$ cat src/rtl/pipe_adder.sv
// Pipelined ripple-chunk adder/subtractor, CHUNK bits per stage; optional OVF port under PIPE_ADDER_OVF_EN.
// Latency: STAGES = WIDTH/CHUNK cycles. Backpressure: a held output (out_valid && !out_ready) freezes every stage.
// Valid/ready handshake on both sides; full-rate when downstream is ready, bubbles carried by per-stage valid bits.
module pipe_adder #(
    parameter int WIDTH = 32,
    parameter int CHUNK = 4
) (
    input  logic             clk,
    input  logic             rst,
    input  logic             in_valid,
    output logic             in_ready,
    input  logic [WIDTH-1:0] A,
    input  logic [WIDTH-1:0] B,
    input  logic             Cin,
    input  logic             sub,
    output logic             out_valid,
    input  logic             out_ready,
    output logic [WIDTH-1:0] SUM,
    output logic             Cout
`ifdef PIPE_ADDER_OVF_EN
    ,
    output logic             OVF
`endif
);
    localparam int STAGES = WIDTH / CHUNK;

    if ((WIDTH % CHUNK) != 0 || CHUNK < 1) begin : g_bad_cfg
        $error("pipe_adder: WIDTH must be a positive multiple of CHUNK");
    end

    logic adv;

    assign adv      = !(out_valid && !out_ready);
    assign in_ready = adv;

    for (genvar k = 0; k < STAGES; k++) begin : g_st
        // Operands shrink by one chunk per stage: only the not-yet-added bits travel on.
        localparam int WIN = WIDTH - k * CHUNK;

        logic [WIN-1:0]   a_in;
        logic [WIN-1:0]   b_in;
        logic [WIDTH-1:0] s_in;
        logic             c_in;
        logic             v_in;
        logic [CHUNK:0]   part;
        logic [WIDTH-1:0] s_nx;
        logic             v_q;
        logic             c_q;
        logic [WIDTH-1:0] s_q;

        if (k == 0) begin : g_head
            assign a_in = A;
            assign b_in = sub ? ~B : B;
            assign c_in = sub | Cin;
            assign v_in = in_valid;
            assign s_in = '0;
        end else begin : g_body
            assign a_in = g_st[k-1].g_fwd.a_q;
            assign b_in = g_st[k-1].g_fwd.b_q;
            assign c_in = g_st[k-1].c_q;
            assign v_in = g_st[k-1].v_q;
            assign s_in = g_st[k-1].s_q;
        end

        assign part = {1'b0, a_in[CHUNK-1:0]} + {1'b0, b_in[CHUNK-1:0]}
                    + {{CHUNK{1'b0}}, c_in};

        always_comb begin
            s_nx = s_in;
            s_nx[k*CHUNK +: CHUNK] = part[CHUNK-1:0];
        end

        always_ff @(posedge clk) begin
            if (rst) begin
                v_q <= 1'b0;
                c_q <= 1'b0;
                s_q <= '0;
            end else if (adv) begin
                v_q <= v_in;
                c_q <= part[CHUNK];
                s_q <= s_nx;
            end
        end

        if (k < STAGES - 1) begin : g_fwd
            logic [WIN-CHUNK-1:0] a_q;
            logic [WIN-CHUNK-1:0] b_q;

            always_ff @(posedge clk) begin
                if (rst) begin
                    a_q <= '0;
                    b_q <= '0;
                end else if (adv) begin
                    a_q <= a_in[WIN-1:CHUNK];
                    b_q <= b_in[WIN-1:CHUNK];
                end
            end
        end

`ifdef PIPE_ADDER_OVF_EN
        // In the last stage the operand slice holds the original sign bits (B already inverted for sub).
        if (k == STAGES - 1) begin : g_ovf
            logic ovf_q;

            always_ff @(posedge clk) begin
                if (rst) begin
                    ovf_q <= 1'b0;
                end else if (adv) begin
                    ovf_q <= (a_in[CHUNK-1] == b_in[CHUNK-1]) && (part[CHUNK-1] != a_in[CHUNK-1]);
                end
            end
        end
`endif
    end

    assign out_valid = g_st[STAGES-1].v_q;
    assign SUM       = g_st[STAGES-1].s_q;
    assign Cout      = g_st[STAGES-1].c_q;
`ifdef PIPE_ADDER_OVF_EN
    assign OVF       = g_st[STAGES-1].g_ovf.ovf_q;
`endif

endmodule
$ cat config.mk
export PLATFORM = sky130hd
export DESIGN_NAME = pipe_adder
export DESIGN_NICKNAME = d
export VERILOG_FILES = /design/src/rtl/pipe_adder.sv
export SDC_FILE = /design/constraint.sdc
export NUM_CORES = 1
export LEC_CHECK = 0
export CORE_ASPECT_RATIO = 1.4
export CORE_MARGIN = 1.5
export CORE_UTILIZATION = 29
export CTS_CLUSTER_SIZE = 14
export DETAILED_ROUTE_END_ITERATION = 8
export GPL_TIMING_DRIVEN = 0
export SLEW_MARGIN = 20
export SYNTH_ARGS = -nofsm -noshare
export SYNTH_HDL_FRONTEND = slang
export SYNTH_SLANG_ARGS = --single-unit
$ cat constraint.sdc
create_clock -name clk -period 5.63 [get_ports clk]
set_input_delay 0.563 -clock clk [delete_from_list [all_inputs] [get_ports clk]]
set_output_delay 0.563 -clock clk [all_outputs]
set_load 0.1 [all_outputs]
==> out/metrics.cfg <==
[detailed_routing]
drt_iter0_drc = 563
wirelength_um = 38100
vias = 11800
drc = 0
first_pass_iters = 5
viasPerCell = 4.52
wl_per_cell_um = 14.6
drt.antenna.violating_nets = 0

[power_and_ir_drop]
leakage_nw = 6.32
p_per_area_nw_per_um2 = 326
irDropWorstVdd_uv = 177
power_w = 0.00578

[layout]
drive_above_1_share_pct = 7.81
area_growth_pct = 21.5
fillers = 5188
num-nets-final = 2039
seqCellArea_um2 = 7690
multiInputGateArea_um2 = 6160
num_antenna_cells = 0

[floorplanning]
dieArea_um2 = 51700
num_rows = 97
coreArea_um2 = 49900
die_w_um = 193
num_io_pins = 105
start_util_pct = 29.3
die_y_um = 269

[job]
maxCapViolCount = 0

[cts]
ctsHoldBuffers = 0
cts_tree = done
cts_root_buffer = clkbuf_16
cts_buffers = 40
cts_setup_buffers = 0
clockBufferDepth = 3
htree_levels = 2
cts-resized-gates = 0
clock_latency_ps = 550
clkTransAtPathRegs_ps = 60
clock_sinks = 384

[worst_hold_path]
worst_hold_path_type = reg2reg

[setup_path]
required_ps = 5070
crit_arrival_ps = 3100
critPathMaxFanout = 10
end_kind = output port
path_class = in2out
start_kind = input pin

[logic_synthesis]
synth-edff-count = 0
ys.flop_type = dfxtp_1
ys_types = 26
synth_fp_nets = 1895
yosys_register_bits = 384
synth_cells = 1785
syn-cell-area_um2 = 14600
ys_seq_area_share_pct = 52.6
synth_warnings = 0
avgSynthCellArea_um2 = 8.18
async_flop_share_pct = 0

[sta]
max_freq_mhz = 273
fin_crit_sh_pct = 65.0
grt_setup_unrepaired = no
slew_viol_final = 0
final.setup.tns_ps = 0
fin_crit_ps = 3660
clock_skew_ps = 22.9
setup_viol = 0
relSlewSlack_pct = 28.6
finalHoldViolations = 0
tightest_slew_ps = 1070

[placement]
place_hpwl_um = 29500
place_congestion = 0.844
io_buffer_count = 102

[grt]
grt_pass1_wl_um = 61000
grt.overflow.total = 0
track_usage_pct = 15.0
grt_pass1_vias = 11900
antenna_found_initial = 0
grt_start_max_net_pins = 14

[run_status]
status = complete, no violations

## logic make-up (layout without fill, tap and decap cells)
group | Yosys count | in the layout | synth area share (%)
simple gates | 761 | 761 | 20.4
compound gates | 400 | 400 | 15.1
flops | 384 | 384 | 52.6
buf+inv | 160 | 335 | 5.20
fa+ha+maj | 40 | 40 | 4.25
xor+xnor | 40 | 40 | 2.40
## area by class of cell
class	instances	area share, %
sequential	384	43.3
multi-input combinational	1241	34.7
clock buffer	60	6.52
timing repair buffer	102	5.75
tap	643	4.53
buffer	134	3.73
clock inverter	13	0.875
inverter	26	0.550
## flip-flops by register name, indices dropped and copies added (netlist names)
name,cells
Cout,1
SUM,32
g_st.c_q,7
g_st.g_fwd.a_q,112
g_st.g_fwd.b_q,112
g_st.s_q,112
g_st.v_q,7
out_valid,1
## worst paths after layout
check / from / to / slack, ps / cells after the start
min: g_st[0].g_fwd.a_q[6] / g_st[1].g_fwd.a_q[2] / 450 / 2
max reg2reg: g_st[0].c_q / g_st[1].c_q / 3890 / 6
max: out_ready / in_ready / 1970 / 8
min reg2reg: g_st[0].g_fwd.a_q[6] / g_st[1].g_fwd.a_q[2] / 450 / 2
## power by group
group	internal, W	switching, W	total, W
Sequential	0.00281	0.0000515	0.00286
Clock	0.00153	0.00110	0.00263
Combinational	0.000137	0.000161	0.000298
## cell usage after synthesis (4+ instances only)
master / number / area share (%)
nor2b_1: 15 / 0.64
a211oi_1: 39 / 2.0
buf_4: 10 / 0.51
xor2_1: 5 / 0.30
nor2_1: 55 / 1.4
a2111o_1: 7 / 0.54
nand3b_1: 11 / 0.57
fa_1: 16 / 2.2
dfxtp_1: 384 / 53
a21oi_1: 337 / 12
buf_6: 5 / 0.39
a211oi_2: 8 / 0.69
o21ai_0: 7 / 0.24
buf_1: 4 / 0.10
ha_1: 24 / 2.1
xnor2_1: 35 / 2.1
buf_2: 67 / 2.3
nand2_1: 658 / 17
inv_1: 25 / 0.64
clkbuf_1: 48 / 1.2
nand4_1: 8 / 0.34
nand3_1: 13 / 0.45
## layer usage
metal  track usage (%)  vias up  share of wire, %
met2              28.8      217                53
met5                 0        -                 0
met3              2.08       70               3.5
met1              16.6     5375                40
met4              5.55        0               3.0
li1                  -     6105                 -
## layout by cell type (no fill, tap or decap), types with 5 or more instances in the layout
cell	Yosys	final
clkbuf_16	0	40
nand2_1	658	658
a211oi_1	39	39
fa_1	16	16
ha_1	24	24
xor2_1	5	5
clkbuf_8	0	8
buf_2	67	67
a211oi_2	8	8
clkbuf_1	48	60
nor2_1	55	55
nand3b_1	11	11
a21oi_1	337	337
a2111o_1	7	7
dfxtp_1	384	384
nand4_1	8	8
o21ai_0	7	7
nor2b_1	15	15
nand3_1	13	13
buf_4	10	10
inv_1	25	25
clkdlybuf4s50_1	0	102
clkinv_2	0	5
xnor2_1	35	35
buf_6	5	5
## worst max-delay path, stage by stage
cell	delay (ps)
clkdlybuf4s50_1	470
nor2b_2	40
buf_6	130
inv_2	60
buf_6	170
buf_6	190
buf_4	220
clkdlybuf4s50_1	1210
## through the flow
step	instance area [µm²]	utilization [%]	hold WS (ps)	setup slack (ps)	instances
final	17700	35.6	448	1970	2603
after global routing	17700	35.6	461	1920	2603
after CTS	17700	35.6	443	1960	2603
after detailed placement	16400	32.9	445	1960	2530
after global placement	16400	32.9	439	1960	2530
after floorplan	14600	-	432	3210	1785
Power figures use the tool's default switching activity.
